File: config.mk
export PLATFORM = sky130hd
export DESIGN_NAME = acum_ovf_capture
export DESIGN_NICKNAME = d
export VERILOG_FILES = /design/src/rtl/acum_ovf_capture.sv
export SDC_FILE = /design/constraint.sdc
export NUM_CORES = 1
export LEC_CHECK = 0
export CAP_MARGIN = 0
export CORE_MARGIN = 5
export CORE_UTILIZATION = 45
export CTS_BUF_LIST = sky130_fd_sc_hd__clkbuf_4
export DETAILED_ROUTE_END_ITERATION = 8
export GPL_TIMING_DRIVEN = 1
export PLACE_DENSITY = 0.69
export REMOVE_ABC_BUFFERS = 1
export SLEW_MARGIN = 20
export SYNTH_ARGS = -nofsm -noshare
export SYNTH_HDL_FRONTEND = slang
export SYNTH_SLANG_ARGS = --single-unit
File: constraint.sdc
create_clock -name e_clk -period 2.32 [get_ports e_clk]
set_input_delay 0.464 -clock e_clk [delete_from_list [all_inputs] [get_ports e_clk]]
set_output_delay 0.464 -clock e_clk [all_outputs]
set_load 0.05 [all_outputs]
File: src/rtl/acum_ovf_capture.sv
// ---------------------------------------------------------------------------
// acum_ovf_capture
//   Watches the accumulator's data word and overflow flag. Every rising edge
//   of the overflow flag (while enabled) records a {data, timestamp} snapshot
//   into a small show-ahead FIFO that a consumer drains over valid/ready.
//   A saturating event counter and a sticky drop flag back a status block.
//
// Ports
//   e_clk        in   clock, all state on the rising edge
//   e_reset      in   asynchronous active-low reset
//   e_data       in   accumulator data word (NB_DATA)
//   e_overflow   in   accumulator overflow flag (level)
//   e_enable     in   1 = capture and timestamp run, 0 = frozen
//   e_clear      in   synchronous clear: flush FIFO, zero counters, clear drop
//   e_ready      in   consumer ready
//   s_valid      out  FIFO head valid
//   s_data       out  head snapshot data (NB_DATA)
//   s_tstamp     out  head snapshot timestamp (NB_TS)
//   s_level      out  FIFO occupancy (clog2(FIFO_DEPTH)+1)
//   s_event_cnt  out  saturating count of detected overflow events (NB_CNT)
//   s_drop       out  sticky: an event was lost because the FIFO was full
// ---------------------------------------------------------------------------
module acum_ovf_capture #(
  parameter int NB_DATA    = 7,
  parameter int NB_TS      = 8,
  parameter int FIFO_DEPTH = 4,
  parameter int NB_CNT     = 8
) (
  input  logic                          e_clk,
  input  logic                          e_reset,
  input  logic [NB_DATA-1:0]            e_data,
  input  logic                          e_overflow,
  input  logic                          e_enable,
  input  logic                          e_clear,
  input  logic                          e_ready,
  output logic                          s_valid,
  output logic [NB_DATA-1:0]            s_data,
  output logic [NB_TS-1:0]              s_tstamp,
  output logic [$clog2(FIFO_DEPTH):0]   s_level,
  output logic [NB_CNT-1:0]             s_event_cnt,
  output logic                          s_drop
);

  localparam int PTR_W = $clog2(FIFO_DEPTH);
  localparam int LVL_W = PTR_W + 1;

  logic                ovf_q;
  logic [NB_TS-1:0]    ts_q, ts_d;
  logic [NB_CNT-1:0]   cnt_q, cnt_d;
  logic                drop_q, drop_d;
  logic [PTR_W-1:0]    wr_ptr_q, wr_ptr_d;
  logic [PTR_W-1:0]    rd_ptr_q, rd_ptr_d;
  logic [LVL_W-1:0]    level_q, level_d;

  logic [NB_DATA-1:0]  mem_data_q [FIFO_DEPTH];
  logic [NB_TS-1:0]    mem_ts_q   [FIFO_DEPTH];
  logic [FIFO_DEPTH-1:0] wr_en;

  logic event_w, pop_w, full_w, push_w, lost_w;

  // One event per rising edge of the flag; ovf_q tracks the flag even when
  // disabled or clearing so a level held across either yields no new event.
  assign event_w = e_enable & e_overflow & ~ovf_q;
  assign full_w  = (level_q == LVL_W'(FIFO_DEPTH));
  assign pop_w   = s_valid & e_ready & ~e_clear;
  // When full, a simultaneous pop frees the slot the push needs.
  assign push_w  = event_w & ~e_clear & (~full_w | pop_w);
  assign lost_w  = event_w & ~e_clear & full_w & ~pop_w;

  always_comb begin
    ts_d     = ts_q;
    cnt_d    = cnt_q;
    drop_d   = drop_q;
    wr_ptr_d = wr_ptr_q;
    rd_ptr_d = rd_ptr_q;
    level_d  = level_q;
    if (e_clear) begin
      ts_d     = '0;
      cnt_d    = '0;
      drop_d   = 1'b0;
      wr_ptr_d = '0;
      rd_ptr_d = '0;
      level_d  = '0;
    end else begin
      if (e_enable)
        ts_d = ts_q + NB_TS'(1);
      if (event_w && (cnt_q != {NB_CNT{1'b1}}))
        cnt_d = cnt_q + NB_CNT'(1);
      if (lost_w)
        drop_d = 1'b1;
      // Power-of-two depth: pointer increment wraps naturally.
      if (push_w)
        wr_ptr_d = wr_ptr_q + PTR_W'(1);
      if (pop_w)
        rd_ptr_d = rd_ptr_q + PTR_W'(1);
      level_d = level_q + LVL_W'(push_w) - LVL_W'(pop_w);
    end
  end

  always_ff @(posedge e_clk or negedge e_reset) begin
    if (!e_reset) begin
      ovf_q    <= 1'b0;
      ts_q     <= '0;
      cnt_q    <= '0;
      drop_q   <= 1'b0;
      wr_ptr_q <= '0;
      rd_ptr_q <= '0;
      level_q  <= '0;
    end else begin
      ovf_q    <= e_overflow;
      ts_q     <= ts_d;
      cnt_q    <= cnt_d;
      drop_q   <= drop_d;
      wr_ptr_q <= wr_ptr_d;
      rd_ptr_q <= rd_ptr_d;
      level_q  <= level_d;
    end
  end

  // Per-entry write enables decoded from the write pointer.
  for (genvar gi = 0; gi < FIFO_DEPTH; gi++) begin : g_wr_en
    assign wr_en[gi] = push_w && (wr_ptr_q == PTR_W'(gi));
  end

  // Storage is reset so the head outputs read zero out of reset.
  always_ff @(posedge e_clk or negedge e_reset) begin
    if (!e_reset) begin
      for (int i = 0; i < FIFO_DEPTH; i++) begin
        mem_data_q[i] <= '0;
        mem_ts_q[i]   <= '0;
      end
    end else begin
      for (int i = 0; i < FIFO_DEPTH; i++) begin
        if (wr_en[i]) begin
          mem_data_q[i] <= e_data;
          mem_ts_q[i]   <= ts_q;
        end
      end
    end
  end

  // Show-ahead head: purely from registered storage and pointers.
  assign s_valid     = (level_q != '0);
  assign s_data      = mem_data_q[rd_ptr_q];
  assign s_tstamp    = mem_ts_q[rd_ptr_q];
  assign s_level     = level_q;
  assign s_event_cnt = cnt_q;
  assign s_drop      = drop_q;

endmodule

* After elaboration in Yosys (flattened, before gate mapping)
Cells that the tools add are included.
** Storage, ports and cells
- Flip-flop bits (word level) :: 85
- Word-level logic and storage cells :: 70
- Input bits :: 13
- Output and inout port bits :: 28
** Cells by class
- Reductions and logical operators :: 12
- Bitwise gates (word level) :: 14
- $add $sub $neg :: 6
- $lt $le $gt $ge :: 1
- Multiplexer cells :: 17
- Equality and inequality tests :: 5
** Operator list (count)
- two-way mux 8 bit :: 6
- adder 8 x 1 -> 8 bit, second input constant :: 2
- binary-select mux 8 bit (select 2 bit) :: 1
- binary-select mux 7 bit (select 2 bit) :: 1
- two-way mux 7 bit :: 2
- nonzero test 2 bit :: 5
- bitwise AND 1 bit :: 8
- two-way mux 2 bit :: 4
- inequality test 8 bit, second input constant :: 1
- logical AND 1 bit :: 5
- adder 2 x 1 -> 2 bit, second input constant :: 2
- equality test 2 bit, second input constant :: 2
- inverter 1 bit :: 4
- adder 3 x 1 -> 3 bit :: 1
- equality test 3 bit, second input constant :: 1
- >= comparator 3 bit, second input constant :: 1
- two-way mux 3 bit :: 1
- inverter 2 -> 3 bit :: 1
- nonzero test 3 bit :: 1
- subtractor 3 x 1 -> 3 bit :: 1
- equality test 2 x 1 -> 1 bit, second input constant :: 1
- zero test 2 bit :: 1
- two-way mux 1 bit :: 2
- OR 1 bit :: 1

* Logic depth before layout (Yosys ltp)
Gate-level depths: netlist of run 1.
- Word-level depth :: 8
- Mapped depth :: 12
- Gate-level depth less buffers :: 10

* Worst setup path after synthesis of run 1
No wires, ideal clock.
- Kind :: register to register
- Start point :: register level_q[1], in the netlist s_level[1]
- End point :: register level_q[2], in the netlist s_level[2]
- Stages on the path, launching flop included :: 11
- Setup time :: 0.132 ns
- Data arrival time :: 2.628 ns
- Setup slack :: -0.440 ns
- Clock period less this slack :: 2.760 ns
- Required time :: 2.188 ns
- Buffers on the path :: 0
- Path through :: dfrtp_1 -> or2_4 -> o31ai_4 -> or2_2 -> ha_1 -> inv_1 -> ha_1 -> inv_1 -> fa_1 -> xnor2_1 -> nor2_1
** On the way
- Cells in the longest elaborated chain, start to end :: 8
- Elaborated cells on any way between the ends :: 10
- Those cells by class :: add/sub: 2; eq/ne: 1; mux: 1; bitwise: 5; reduce/logical: 1
** Ends and longest elaborated chain
- start: declaration :: line 53 : logic [LVL_W-1:0] level_q, level_d;
- start signal: assignment :: line 116 : level_q <= level_d;
- nonzero test 3 bit :: line 143 : assign s_valid = (level_q != '0);
- bitwise AND 1 bit (2 in series) :: line 65 : assign pop_w = s_valid & e_ready & ~e_clear;
- OR 1 bit :: line 67 : assign push_w = event_w & ~e_clear & (~full_w | pop_w);
- bitwise AND 1 bit :: line 67
- adder 3 x 1 -> 3 bit :: line 96 : level_d = level_q + LVL_W'(push_w) - LVL_W'(pop_w);
- subtractor 3 x 1 -> 3 bit (*) :: line 96
- two-way mux 3 bit (*) :: line 77 : if (e_clear) begin
- net level_d[2] :: line 53
The timed path passes the listed nets; every way through them passes the cells marked *.
A chain may end at the register's enable or synchronous reset.

* Worst setup path after layout of run 1
- Start point :: input e_overflow
- End point :: register level_q[2], in the netlist s_level[2]
** On the way
- Cells in the longest elaborated chain, start to end :: 7
** Ends and longest elaborated chain
- start: declaration :: line 32 : input logic e_overflow,
- bitwise AND 1 bit (2 in series) :: line 63 : assign event_w = e_enable & e_overflow & ~ovf_q;
- bitwise AND 1 bit (2 in series) :: line 67
- adder 3 x 1 -> 3 bit :: line 96
- subtractor 3 x 1 -> 3 bit :: line 96
- two-way mux 3 bit :: line 77
- net level_d[2] :: line 53
The timed path passes the listed nets, and every way through them passes these cells.

==> flow_summary.yaml, run 1 <==
drt:
  route.vias.total: 2378
  dr.first_iter.drc_count: 101
  dr.pass1.iters: 4
  route.detailed.drc: 0
  drt_wl_total_mm: 7.53
  post_drt_wl_per_cell_um: 16.6
  vias_per_cell: 5.25
  antenna_left: 0
synthesis:
  syn_avg_cell_area_um2: 14.7
  synth_top_flop_cell: "dfrtp_1"
  netlist_instances: 280
  synth.top_cell.area_share_pct: 51.5
  async_flop_share_pct: 100
  synth_most_common_cell: "dfrtp_1"
  ys_warn_count: 0
  synth-edff-count: 0
  synth_common_cells: "85 x dfrtp_1, 40 x mux2_4, 25 x nor2_1, 21 x mux2_2, 15 x mux4_2"
  yosysTopAreaCell: "dfrtp_1"
  synth_area_um2: 4130
  synth_cell_types: 34
  seq_area_frac_synth_pct: 51.5
  synth.area.top_cells: "dfrtp_1 52%, mux2_4 15%, mux4_2 8.2%"
  synth-seq-cells: 85
placed_design:
  dp_hpwl_mm: 5.00
  postPlaceCellArea_um2: 4720
  dp_slack_ns: -0.490
  io_buffer_count: 40
  gp_congestion: 0.819
power_and_ir_drop:
  max-vdd-ir-drop_mv: 0.693
  total_power_w: 0.00378
  leakage_nw: 2.28
  p_per_area_nw_per_um2: 769
floorplanning:
  pin_count: 41
  start_util_pct: 45.3
  die_h_um: 106
  die_w_um: 106
  core_area_um2: 9110
  fp.dieArea_um2: 11200
  rows: 35
clocking:
  clock-sinks: 85
  numCtsBuffers: 9
  clkTransAtPathRegs_ns: 0.14
  cts_buffer_depth: 2
  cts_max_level: 3
  tritoncts: "built"
  root_buffer: "clkbuf_4"
  insertion_delay_ns: 0.43
worst_setup_path:
  path_class: "in -> reg"
  cp_top_family: "adder cells"
  crit_path_start_kind: "input port"
  end_kind: "flop"
  worstPathCellList: "clkdlybuf4s50_1, and3b_2, o31ai_4, or2_4, ha_1, inv_1, ha_1, inv_1, fa_1, xnor2_1, nor2_1"
  max_stage_delay_ns: 0.47
  cp_num_buf_inv: 3
  required_ns: 2.64
  worst-path-max-fanout: 2
  cp_slowest_cell: "clkdlybuf4s50_1"
  arrival_ns: 2.58
timing:
  finalCritPeriodShare_pct: 97.6
  finalSetupViolCount: 0
  slew_violations: 0
  setup_ws_ns: 0.0562
  hold_ws_ns: 0.520
  period_minus_slack_ns: 2.26
  finClkSkew_ns: 0.0177
  worst_pin_slew_ns: 0.528
  hold_viol_final: 0
  slew_headroom_pct: 64.8
  max_freq_mhz: 442
  rsz0062_at_grt: "yes"
cells_and_area:
  fin_area_um2: 4910
  final_nets: 359
  multi_input_area_um2: 1890
  n_antenna_cell: 0
  syn2layout_area_growth_pct: 19.1
  seqCellArea_um2: 2130
  drive_above_1_share_pct: 41.8
  nFillCells: 758
global_route:
  grt_pass1_vias: 2560
  grt_max_degree: 47
  grt_usage_pct: 14.2
  grt_pass1_wl_mm: 12.6
  grt.overflow.total: 0
  antenna_found_initial: 0
status:
  status: "finished, final reports clean"
job:
  maxCapViolations: 0
worst_hold_path:
  hp-class: "reg -> reg"
## cells by family after synthesis
group                      synth area share, %
DFF                                       51.5
adders and majority gates                 2.91
muxes                                     29.9
and+or+nand+nor                           8.25
AOI/OAI and AO/OA                         1.36
buffers and inverters                     3.03
xor gates and xnor gates                  2.97
## through the flow
step	std cells	utilization (%)	TNS, ns
after floorplan	264	-	-0.811
after global placement	434	51.8	-2.35
after detailed placement	434	51.8	-3.79
after CTS	451	53.6	0
after global routing	453	54.0	-0.0473
final	453	54.0	0
## power by group
part | switching, W | internal [W]
Sequential | 0.0000882 | 0.00160
Combinational | 0.000688 | 0.000532
Clock | 0.000531 | 0.000341
## state kept, by name, indices dropped and copies added, names as in the netlist
| signal | count |
|---|---|
| mem_data_q | 28 |
| mem_ts_q | 32 |
| ovf_q | 1 |
| rd_ptr_q | 2 |
| s_drop | 1 |
| s_event_cnt | 8 |
| s_level | 3 |
| ts_q | 8 |
| wr_ptr_q | 2 |
## placed cells by master (no fill, tap or decap), types with 7 or more instances in the layout
master / count
nor2_1: 25
buf_4: 33
mux2_2: 21
xor2_1: 9
inv_1: 7
ha_1: 8
clkbuf_4: 9
mux2_4: 40
clkdlybuf4s50_1: 22
mux4_2: 15
dfrtp_1: 83
## repair_timing
item,CTS,global route
hold buffers,1,0
endpoints found under the hold margin,13,0
pin swaps,0,3
buffers inserted,0,2
endpoints found under the setup margin,7,13
resized for setup,3,7
gates cloned,0,0
## layer usage
layer  wire length, um  part of all wire [%]  global-route usage [%]
met1              3510                    47                    19.2
met2              3560                    47                    21.8
met3               408                   5.4                    5.27
met4                45                  0.60                    3.24
met5                 0                     0                       0
## final timing paths
path	from	to	slack, ns	cells after the start
max in group asynchronous	e_reset	ts_q[5]	1.15	3
hold reg to reg	mem_ts_q[8]	mem_ts_q[8]	0.52	1
setup reg to reg	s_level[1]	s_level[2]	0.10	10
setup / recovery	e_overflow	s_level[2]	0.06	11
min in group asynchronous	e_reset	mem_data_q[11]	0.53	2
hold / removal	mem_ts_q[8]	mem_ts_q[8]	0.52	1
## area by class of cell
type,count,share of cell area [%]
clock inverters,7,1.60
flip-flops and latches,85,43.3
well taps,111,2.83
clock buffers,9,1.37
multi-input cells,172,38.4
repair buffers,62,11.9
inverters,7,0.535
Note: power is estimated with default switching activity, not from simulation.
==> run 2: changes to the inputs <==
CAP_MARGIN = unset   (was 0)
HOLD_SLACK_MARGIN = 0.05   (was unset)
==> results of run 2 <==
Same layout as run 1: the final DEF is identical, and so are final timing and power.
